File: config.mk
export PLATFORM = sky130hd
export DESIGN_NAME = checksum_engine
export DESIGN_NICKNAME = d
export VERILOG_FILES = /design/src/rtl/checksum_pkg.sv /design/src/rtl/ones_comp_add.sv /design/src/rtl/checksum_engine.sv
export SDC_FILE = /design/constraint.sdc
export NUM_CORES = 1
export LEC_CHECK = 0
export BUFFER_PORTS_ARGS = -buffer_cell sky130_fd_sc_hd__buf_4
export CAP_MARGIN = 40
export CORE_MARGIN = 1
export CORE_UTILIZATION = 53
export DETAILED_ROUTE_END_ITERATION = 6
export MAX_ROUTING_LAYER = met4
export PLACE_DENSITY = 0.88
export SLEW_MARGIN = 0
export SYNTH_ARGS = -nofsm -noshare
export SYNTH_HDL_FRONTEND = slang
export SYNTH_SLANG_ARGS = --single-unit
File: constraint.sdc
create_clock -name clk -period 2.54 [get_ports clk]
set_input_delay 0.508 -clock clk [delete_from_list [all_inputs] [get_ports clk]]
set_output_delay 0.508 -clock clk [all_outputs]
set_load 0.1 [all_outputs]
File: src/rtl/checksum_pkg.sv
// ============================================================================
// checksum_pkg: shared modes, FSM states and default widths for checksum_engine.
// Rev 1.0
// ============================================================================
`default_nettype none

package checksum_pkg;

  localparam int DEFAULT_DATA_W  = 8;
  localparam int DEFAULT_COUNT_W = 16;

  typedef enum logic [1:0] {
    MODE_LRC      = 2'd0,
    MODE_XOR      = 2'd1,
    MODE_FLETCHER = 2'd2,
    MODE_RSVD     = 2'd3
  } mode_e;

  typedef enum logic [1:0] {
    ST_IDLE  = 2'd0,
    ST_ACCUM = 2'd1,
    ST_HOLD  = 2'd2
  } state_e;

  // Folds reserved (and Fletcher when not built in) onto LRC.
  function automatic mode_e norm_mode(input logic [1:0] m, input logic fletcher_en);
    mode_e r;
    case (m)
      2'd1:    r = MODE_XOR;
      2'd2:    r = fletcher_en ? MODE_FLETCHER : MODE_LRC;
      default: r = MODE_LRC;
    endcase
    return r;
  endfunction

endpackage

`default_nettype wire

File: src/rtl/ones_comp_add.sv
// ============================================================================
// ones_comp_add: modulo (2^DATA_W - 1) adder, all-ones result normalised to 0.
// Rev 1.0
// ============================================================================
`default_nettype none

module ones_comp_add #(
  parameter int DATA_W = 8
) (
  input  logic [DATA_W-1:0] i_a,
  input  logic [DATA_W-1:0] i_b,
  output logic [DATA_W-1:0] o_sum
);

  logic [DATA_W:0]   w_sum;
  logic [DATA_W-1:0] w_wrap;

  assign w_sum  = {1'b0, i_a} + {1'b0, i_b};
  // End-around carry; cannot overflow again since i_a is already a residue.
  assign w_wrap = w_sum[DATA_W-1:0] + {{(DATA_W-1){1'b0}}, w_sum[DATA_W]};
  assign o_sum  = (&w_wrap) ? '0 : w_wrap;

endmodule

`default_nettype wire

File: src/rtl/checksum_engine.sv
// ============================================================================
// checksum_engine: streaming LRC / XOR / Fletcher checksum with held result.
// Macro CHECKSUM_FLETCHER_EN builds in Fletcher mode and the B accumulator.
// Rev 1.0
// ============================================================================
`default_nettype none

module checksum_engine
  import checksum_pkg::*;
#(
  parameter int DATA_W  = DEFAULT_DATA_W,
  parameter int COUNT_W = DEFAULT_COUNT_W
) (
  input  logic                  clk,
  input  logic                  rst_n,
  input  logic                  clear,
  input  logic [1:0]            mode,
  input  logic                  in_valid,
  output logic                  in_ready,
  input  logic [DATA_W-1:0]     in_data,
  input  logic                  in_last,
  output logic                  sum_valid,
  input  logic                  sum_ready,
  output logic [2*DATA_W-1:0]   sum_data,
  output logic [COUNT_W-1:0]    sum_count
);

`ifdef CHECKSUM_FLETCHER_EN
  localparam logic c_FLETCHER_EN = 1'b1;
`else
  localparam logic c_FLETCHER_EN = 1'b0;
`endif
  localparam logic [DATA_W-1:0]  c_DATA_ONE = {{(DATA_W-1){1'b0}}, 1'b1};
  localparam logic [COUNT_W-1:0] c_CNT_ONE  = {{(COUNT_W-1){1'b0}}, 1'b1};

  state_e               r_state;
  state_e               w_state_next;
  mode_e                r_mode;
  mode_e                w_mode;
  logic [DATA_W-1:0]    r_acc_a;
  logic [DATA_W-1:0]    w_acc_a_next;
  logic [COUNT_W-1:0]   r_count;
  logic [COUNT_W-1:0]   w_count_inc;
  logic [2*DATA_W-1:0]  w_result;
  logic                 w_take;
  logic                 w_hold;

  assign w_hold    = (r_state == ST_HOLD);
  assign in_ready  = ~w_hold;
  assign sum_valid = w_hold;
  // clear wins over a simultaneous beat, so the beat is never taken.
  assign w_take    = in_valid & in_ready & ~clear;

  // The first beat of a frame uses the live mode; later beats use the latch.
  assign w_mode      = (r_state == ST_IDLE) ? norm_mode(mode, c_FLETCHER_EN) : r_mode;
  assign w_count_inc = (&r_count) ? r_count : r_count + c_CNT_ONE;

`ifdef CHECKSUM_FLETCHER_EN
  logic [DATA_W-1:0] r_acc_b;
  logic [DATA_W-1:0] w_fl_a;
  logic [DATA_W-1:0] w_fl_b;

  ones_comp_add #(.DATA_W(DATA_W)) u_add_a (
    .i_a   (r_acc_a),
    .i_b   (in_data),
    .o_sum (w_fl_a)
  );

  ones_comp_add #(.DATA_W(DATA_W)) u_add_b (
    .i_a   (r_acc_b),
    .i_b   (w_fl_a),
    .o_sum (w_fl_b)
  );

  always_ff @(posedge clk) begin
    if (!rst_n) begin
      r_acc_b <= '0;
    end else if (!w_hold) begin
      if (clear) begin
        r_acc_b <= '0;
      end else if (w_take && w_mode == MODE_FLETCHER) begin
        r_acc_b <= w_fl_b;
      end
    end else if (sum_ready) begin
      r_acc_b <= '0;
    end
  end
`endif

  always_comb begin
    w_acc_a_next = r_acc_a + in_data;
    case (w_mode)
      MODE_XOR:      w_acc_a_next = r_acc_a ^ in_data;
`ifdef CHECKSUM_FLETCHER_EN
      MODE_FLETCHER: w_acc_a_next = w_fl_a;
`endif
      default:       w_acc_a_next = r_acc_a + in_data;
    endcase
  end

  always_ff @(posedge clk) begin
    if (!rst_n) begin
      r_state <= ST_IDLE;
    end else begin
      r_state <= w_state_next;
    end
  end

  always_comb begin
    w_state_next = r_state;
    case (r_state)
      ST_IDLE, ST_ACCUM: begin
        if (clear) begin
          w_state_next = ST_IDLE;
        end else if (w_take) begin
          w_state_next = in_last ? ST_HOLD : ST_ACCUM;
        end
      end
      ST_HOLD: begin
        if (sum_ready) begin
          w_state_next = ST_IDLE;
        end
      end
      default: w_state_next = ST_IDLE;
    endcase
  end

  // Accumulators freeze in HOLD so the result stays stable until taken.
  always_ff @(posedge clk) begin
    if (!rst_n) begin
      r_acc_a <= '0;
      r_count <= '0;
      r_mode  <= MODE_LRC;
    end else if (!w_hold) begin
      if (clear) begin
        r_acc_a <= '0;
        r_count <= '0;
      end else if (w_take) begin
        r_acc_a <= w_acc_a_next;
        r_count <= w_count_inc;
        if (r_state == ST_IDLE) begin
          r_mode <= w_mode;
        end
      end
    end else if (sum_ready) begin
      r_acc_a <= '0;
      r_count <= '0;
    end
  end

  always_comb begin
    w_result = '0;
    if (w_hold) begin
      case (r_mode)
        MODE_XOR:      w_result[DATA_W-1:0] = r_acc_a;
`ifdef CHECKSUM_FLETCHER_EN
        MODE_FLETCHER: w_result = {r_acc_b, r_acc_a};
`endif
        default:       w_result[DATA_W-1:0] = ~r_acc_a + c_DATA_ONE;
      endcase
    end
  end

  assign sum_data  = w_result;
  assign sum_count = w_hold ? r_count : '0;

endmodule

`default_nettype wire

==> results of run 1 <==
-- cell usage after synthesis, types with 3 or more instances --
cell       instances  share of area (%)
ha_1               9                5.6
a21oi_1           16                4.0
and2_1            19                5.9
o211ai_1           3                1.1
nand3_1            4               0.99
clkbuf_1           3               0.56
a31oi_1            3               0.93
o21ai_0            9                2.2
nor3_1             3               0.74
nor2_1            32                5.9
nand4_1            3               0.93
a2111oi_2          5                3.7
a211oi_1           5                1.9
buf_4              9                3.3
xnor2_1           19                8.2
inv_1              8                1.5
nand2_1           26                4.8
dfxtp_1           28                 28
o31ai_1            3                1.1
and4_1             4                1.7
-- cell families (layout without fill, tap and decap cells) --
| kind of cell | Yosys count | after routing |
|---|---|---|
| flip-flops | 28 | 28 |
| AND/OR/NAND/NOR | 106 | 106 |
| other | 1 | 8 |
| multiplexers | 1 | 1 |
| buffers and inverters | 23 | 57 |
| adder cells (fa/ha/maj) | 10 | 10 |
| AO/OA/AOI/OAI | 60 | 60 |
| XOR/XNOR | 21 | 21 |
-- power groups by stage --
stage               logic [W]  clock network [W]  registers (W)
floorplan            0.000209                  0       0.000466
global placement     0.000249                  0       0.000470
detailed placement   0.000253                  0       0.000470
CTS                  0.000254           0.000358       0.000460
global route         0.000276           0.000381       0.000462
finish               0.000254           0.000352       0.000460
-- registers in the layout (all words and copies together) (netlist names) --
register and count:
r_mode 2, r_acc_a 8, r_state 2, r_count 16
-- per-layer routing --
metal,share of wire (%),vias to the layer above,track usage (%)
met5,0,-,-
met4,3.0,0,13.4
met3,4.9,12,3.44
met2,45,72,37.4
met1,47,883,33.1
li1,-,961,-
-- per-stage QoR --
| stage | instance area [um2] | power, W | setup TNS, ns | hold slack, ns |
|---|---|---|---|---|
| CTS | 2440 | 0.00107 | 0 | 0.446 |
| global route | 2440 | 0.00112 | 0 | 0.451 |
| floorplan | 2080 | 0.000676 | -0.0203 | 0.445 |
| detailed placement | 2370 | 0.000723 | 0 | 0.471 |
| global placement | 2370 | 0.000719 | 0 | 0.459 |
| finish | 2440 | 0.00107 | 0 | 0.451 |
-- area by class of cell --
class                      instances  area, um2  share of cell area [%]
clock buffer                       3       41.3                    1.69
clock inverter                     1       30.0                    1.23
inverter                           9       33.8                    1.38
multi-input combinational        206       1390                    56.8
sequential                        28        561                    23.0
tap                               48       60.1                    2.46
timing repair buffer              44        330                    13.5
-- how the worst max path moves through the flow --
stage,startpoint,to,slack [ns],depth (start not counted)
floorplan,r_state[0],sum_count[10],-0.002,4
global placement,in_data[1],r_acc_a[7],0.45,7
detailed placement,in_data[1],r_acc_a[7],0.43,7
CTS,r_acc_a[1],sum_data[2],0.14,5
global route,r_acc_a[1],sum_data[2],0.02,5
finish,r_acc_a[1],sum_data[2],0.14,5
==> flow_summary.toml, run 1 <==
[synthesis]
synth_compound_area_share_pct = 22.6
ys_types = 52
synth-seq-cells = 28
muxShareOfSynthArea_pct = 0.558
synth_edf_count = 0
synth-simple-area-share_pct = 26.8
synth_xor_area_share_pct = 9.11
syn_inst = 250
ys.flop_type = "dfxtp_1"
ys.warnings.count = 0
synthAdderAreaFrac_pct = 6.57
syn-cell-area_mm2 = 0.00202
synth.avg_cell_area_um2 = 8.08
ys_seq_area_share_pct = 27.8
async_flop_share_pct = 0
synth_top_family_by_area = "simple AND/OR/NAND/NOR gates"

[critical_path]
cp.arrival_ns = 1.90
rr_startpoint = "r_state[0]"
reg2reg_slack_ns = 0.50
cpPeakStageDelay_ns = 0.49
critPathBufInv = 2
cp_slowest_cell = "dfxtp_1"
setup.worst_path.start_class = "flop"
crit_path_cell_trace = "inv_1 -> ha_1 -> or3_1 -> a21oi_2 -> buf_4"
cp.required_ns = 2.03
end_kind = "output port"
critPathMaxFanout = 7
r2r_end = "r_count[15]"
rr_worst_depth = 6
criticalPathCategory = "flop to output port"
cp_top_family = "flip-flops"

[worst_hold_path]
min_from = "clear"
worst_hold_path.num_cells = 2
hp-class = "input port to flop"
hold_path_end = "r_state[0]"

[power_and_ir_drop]
p_leak_nw = 0.934
power_frac_clock_pct = 33.0
ir_worst_vdd_uv = 281
p_per_area_mw_per_mm2 = 437
internal_power_w = 0.000738
p_sw_w = 0.000329
pwr-share-seq_pct = 43.1
swShare_pct = 30.8
comb_power_share_pct = 23.9

[drt]
antenna_left = 0
via_per_inst = 5.69
drc = 0
drt-total-wl_um = 4500
firstDrtPassIters = 4
first_iter_violations = 126
wire_per_inst_um = 13.3
vias = 1928

[sta]
relSlewSlack_pct = 40.7
finalWorstSetupSlack_ns = 0.136
hold_viol_final = 0
setup_viol = 0
fin_skew_ns = 0.00455
post-route-period-util_pct = 94.6
max_slew.worst_pin.slew_ns = 0.889
rsz0062_at_grt = "no"
maxSlewViolCount = 0
fin_crit_ns = 2.40
fmax_mhz = 416

[clocking]
cts_buffers = 3
clkTransAtPathRegs_ns = 0.09
cts_tree = "built"
cts-hold-fix-buffers = 0
clk_latency_ns = 0.28
htreeDepth = 1
clock-sinks = 28
clk_path_buf_depth = 2
cts_setup_buffers = 0
ctsResizeCount = 0
root_buffer = "clkbuf_8"

[grt]
grt_max_degree = 20
grt-ovfl-total = 0
grt_pass1_vias = 1706
grt_pass1_wl_um = 7820
grt.total_usage_pct = 25.2
antenna_found_initial = 0

[place]
place_hpwl_um = 3490
routabilityCongestion = 0.912
place_ws_ns = 0.433
io_buffers = 41
placedCellCount = 335

[layout]
n_fill_cell = 335
drive_above_1_share_pct = 24.7
syn_to_final_growth_pct = 20.9
mostFrequentLayoutCells = "buf_4 (44), dfxtp_1 (28), nand2_1 (26)"
final_cell_count_no_fill = 339
fin_nets = 318
antennaDiodeCount = 0
layout_commonest_cell = "buf_4"
final_util_pct = 66.7

[floorplanning]
die_y_um = 63.7
initial_core_util_pct = 55.2
rows = 22
dieArea_mm2 = 0.00406
coreArea_mm2 = 0.00366
ios = 50
die_x_um = 63.7

[flow_run]
drv_cap = 0

[outcome]
status = "completed"
Power figures use the tool's default switching activity.
==> inputs of run 2 (changes only) <==
- PLACE_DENSITY: 0.88 -> 0.79
==> flow_summary.toml, run 2 (synthesis gave the netlist of run 1 again) <==
[critical_path]
crit_path_cell_trace = "inv_1 -> ha_1 -> or3_1 -> a21oi_2 -> buf_4"
criticalPathCategory = "flop to output port"
cp.arrival_ns = 1.92
cpPeakStageDelay_ns = 0.44
critPathMaxFanout = 5
cp_slowest_cell = "dfxtp_1"
end_kind = "output port"
setup.worst_path.start_class = "flop"
cp.required_ns = 2.03

[grt]
grt.total_usage_pct = 25.2
grt_pass1_vias = 1719
grt_pass1_wl_um = 7970
grt_max_degree = 20
grt-ovfl-total = 0
antenna_found_initial = 0

[sta]
setup_viol = 0
post-route-period-util_pct = 95.4
max_slew.worst_pin.slew_ns = 0.900
fin_skew_ns = 0.00285
relSlewSlack_pct = 40.0
hold_viol_final = 0
maxSlewViolCount = 0
fmax_mhz = 413
fin_crit_ns = 2.42
finalWorstSetupSlack_ns = 0.117
rsz0062_at_grt = "no"

[drt]
antenna_left = 0
dr_wl_met3_um = 175
met2_length_um = 2070
drt-total-wl_um = 4550
wire_per_inst_um = 13.4
drc = 0
first_iter_violations = 83
vias = 1873
via_per_inst = 5.53
routed.top_layer = "met4"
drt-met1-wl_um = 2260
firstDrtPassIters = 6

[floorplanning]
coreArea_mm2 = 0.00366
rows = 22
ios = 50
initial_core_util_pct = 55.2
dieArea_mm2 = 0.00406
die_y_um = 63.7
die_x_um = 63.7

[power_and_ir_drop]
ir_worst_vdd_uv = 248
comb_power_share_pct = 23.8
p_per_area_mw_per_mm2 = 438
power_w = 0.00107
pwr-share-seq_pct = 43.0
power_frac_clock_pct = 33.2
swShare_pct = 31.0
internal_power_w = 0.000738
p_sw_w = 0.000332
p_leak_nw = 0.935

[layout]
n_fill_cell = 322
top_register = "r_count"
drive_above_1_share_pct = 25.1
layout_commonest_cell = "buf_4"
top_regs = "r_count (16), r_acc_a (8)"
mostFrequentLayoutCells = "buf_4 (44), dfxtp_1 (27), nand2_1 (26)"
syn_to_final_growth_pct = 21.0
antennaDiodeCount = 0
largest_reg_flops = 16
fin_nets = 318

[clocking]
cts-hold-fix-buffers = 0
cts_tree = "built"
root_buffer = "clkbuf_8"
clkTransAtPathRegs_ns = 0.10
ctsResizeCount = 0
clk_path_buf_depth = 2
cts_setup_buffers = 0
htreeDepth = 1
clk_latency_ns = 0.28
clock-sinks = 28
cts_buffers = 3

[place]
place_ws_ns = 0.432
routabilityCongestion = 0.915
io_buffers = 41
place_hpwl_um = 3450

[flow_run]
drv_cap = 0

[worst_hold_path]
hp-class = "input port to flop"

[outcome]
status = "completed"
[run 2: cell counts in the layout (fill, tap and decap cells not counted)]
No cell type changed its count.
[run 2: final cells by class]
type | count | area (um2) | share of cell area [%]
inverters | 9 | 33.8 | 1.38
flip-flops and latches | 28 | 562 | 23.0
clock inverters | 1 | 30.0 | 1.23
repair buffers | 44 | 330 | 13.5
well taps | 48 | 60.1 | 2.46
clock buffers | 3 | 41.3 | 1.69
multi-input cells | 206 | 1390 | 56.7
[run 2: routing by layer]
layer  global-route usage, %  up-vias
li1                        -      960
met1                    34.7      849
met2                    39.6       60
met3                    2.36        4
met4                    5.97        0
met5                       -        -
[run 2: critical path, delay by kind of cell (launching register included)]
family          cells  cell delay [ns]
flops               1             0.44
buf+inv             2             0.42
simple gates        1             0.38
fa+ha+maj           1             0.25
compound gates      1             0.15
[run 2: path summary, 6_finish.rpt]
| kind | start | end | slack, ns | cells after the start |
|---|---|---|---|---|
| setup / recovery | r_acc_a[0] | sum_data[2] | 0.12 | 5 |
| hold / removal | clear | r_state[0] | 0.46 | 2 |
| setup reg to reg | r_state[0] | r_count[15] | 0.45 | 6 |
| hold reg to reg | r_mode[0] | r_mode[0] | 0.49 | 2 |
[run 2: power groups by stage]
| stage | Clock (W) | Combinational (W) | Sequential [W] |
|---|---|---|---|
| 2_1_floorplan | 0 | 0.000209 | 0.000466 |
| 3_3_place_gp | 0 | 0.000249 | 0.000470 |
| 3_5_place_dp | 0 | 0.000253 | 0.000470 |
| 4_1_cts | 0.000362 | 0.000254 | 0.000460 |
| 5_1_grt | 0.000383 | 0.000275 | 0.000462 |
| 6_report | 0.000355 | 0.000254 | 0.000460 |
[run 2: through the flow]
step / utilization [%] / hold slack, ns / area, um2 / std cells / TNS (ns)
after floorplan: - / 0.445 / 2080 / 257 / -0.0203
after global placement: 64.8 / 0.464 / 2370 / 335 / 0
after detailed placement: 64.8 / 0.478 / 2370 / 335 / 0
after CTS: 66.7 / 0.462 / 2440 / 339 / 0
after global routing: 66.7 / 0.457 / 2440 / 339 / 0
final: 66.7 / 0.458 / 2440 / 339 / 0
==> inputs of run 3 (changes only) <==
- BUFFER_PORTS_ARGS: -buffer_cell sky130_fd_sc_hd__buf_4 -> unset
- CORE_UTILIZATION: 53 -> 63
- DONT_BUFFER_PORTS: unset -> 1
==> flow_summary.toml, run 3 (synthesis gave the netlist of run 1 again) <==
[critical_path]
criticalPathCategory = "flop to output port"
cp.required_ns = 2.03
rr_startpoint = "r_state[0]"
critPathLaunch = "r_acc_a[0]"
r2r_end = "r_count[15]"
cp.arrival_ns = 1.93
end_kind = "output port"
rr_worst_depth = 6
reg2reg_slack_ns = 0.52
critPathMaxFanout = 5
setup.worst_path.start_class = "flop"

[worst_hold_path]
worst_hold_path.num_cells = 1
hold_path_end = "r_state[0]"
min_from = "clear"
hp-class = "input port to flop"

[sta]
setup_tns_ns = 0
maxSlewViolCount = 0
rsz0062_at_grt = "no"
finalWorstSetupSlack_ns = 0.104
timing.hold.ws_ns = 0.212
fin_skew_ns = 0.00359
relSlewSlack_pct = 42.8
post-route-period-util_pct = 95.9
max_slew.worst_pin.slew_ns = 0.859
fin_crit_ns = 2.44
setup_viol = 0
fmax_mhz = 410
hold_viol_final = 0

[place]
io_buffers = 0
place_ws_ns = 0.450
routabilityCongestion = 0.937
place_hpwl_um = 3540
placedCellCount = 315

[outcome]
status = "completed"

[layout]
top_register = "r_count"
drive_above_1_share_pct = 20.7
n_fill_cell = 217
final_cell_count_no_fill = 319
top_regs = "r_count (16), r_acc_a (8)"
syn_to_final_growth_pct = 21.1
fin_nets = 302
mostFrequentLayoutCells = "dfxtp_1 (27), nand2_1 (26), nor2_1 (23)"
largest_reg_flops = 16
layout_commonest_cell = "dfxtp_1"
antennaDiodeCount = 0

[flow_run]
drv_cap = 0

[clocking]
clkTransAtPathRegs_ns = 0.15
cts_setup_buffers = 0
cts_tree = "built"
clk_latency_ns = 0.34
clock-sinks = 28
clk_path_buf_depth = 2
cts_buffers = 3
cts-hold-fix-buffers = 0
htreeDepth = 1
root_buffer = "clkbuf_4"

[drt]
firstDrtPassIters = 4
antenna_left = 0
via_per_inst = 5.95
drc = 0
drt-total-wl_um = 4620
wire_per_inst_um = 14.5
vias = 1898
first_iter_violations = 80

[grt]
antenna_found_initial = 0
grt_pass1_vias = 1625
grt.total_usage_pct = 29.7
grt_pass1_wl_um = 7560
grt_max_degree = 20
grt-ovfl-total = 0

[floorplanning]
ios = 50
dieArea_mm2 = 0.00344
initial_core_util_pct = 66.1
die_y_um = 58.6
coreArea_mm2 = 0.00305
rows = 20
die_x_um = 58.6

[power_and_ir_drop]
p_per_area_mw_per_mm2 = 378
p_leak_nw = 0.878
ir_worst_vdd_uv = 289
power_w = 0.000925
-- run 3: power by group --
group | internal [W] | total (W) | switching, W
clock network | 0.0000881 | 0.000228 | 0.000139
registers | 0.000448 | 0.000461 | 0.0000128
logic | 0.0000643 | 0.000236 | 0.000172
-- run 3: critical path, cell delays in order, from the launching register on --
cell and delay, ns:
dfxtp_1 0.43, inv_1 0.11, ha_1 0.24, or3_1 0.37, a21oi_2 0.14, buf_4 0.30
-- run 3: metal layers --
layer / wire length, um / up-vias / part of all wire, % / global-route usage (%)
met5: 0 / - / 0 / -
met4: 88 / 0 / 1.9 / 11.9
met3: 307 / 8 / 6.6 / 2.86
met2: 2160 / 75 / 47 / 43.3
met1: 2060 / 886 / 45 / 42.3
li1: - / 929 / - / -
-- run 3: worst max path at each step --
| stage | endpoint | cells after the start |
|---|---|---|
| after CTS | sum_data[2] | 5 |
| after detailed placement | sum_data[2] | 5 |
| after floorplan | sum_count[10] | 4 |
| final | sum_data[2] | 5 |
| after global routing | sum_data[2] | 5 |
| after global placement | sum_data[2] | 5 |
-- run 3: stage by stage --
step,area [um2],utilization (%)
final,2450,80.1
after floorplan,2080,-
after global routing,2450,80.1
after global placement,2410,78.9
after detailed placement,2410,78.9
after CTS,2440,80.1
-- run 3: layout make-up --
cell class	instances	area [um2]	area share (%)
inverter	9	33.8	1.38
sequential	28	562	23.0
clock buffer	4	36.3	1.48
multi-input combinational	206	1390	56.7
timing repair buffer	28	373	15.2
tap	44	55.1	2.25
-- run 3: what timing repair did --
item,in CTS,in global routing
setup endpoints to repair,0,1
hold endpoints to repair,0,0
gates resized for setup,0,1
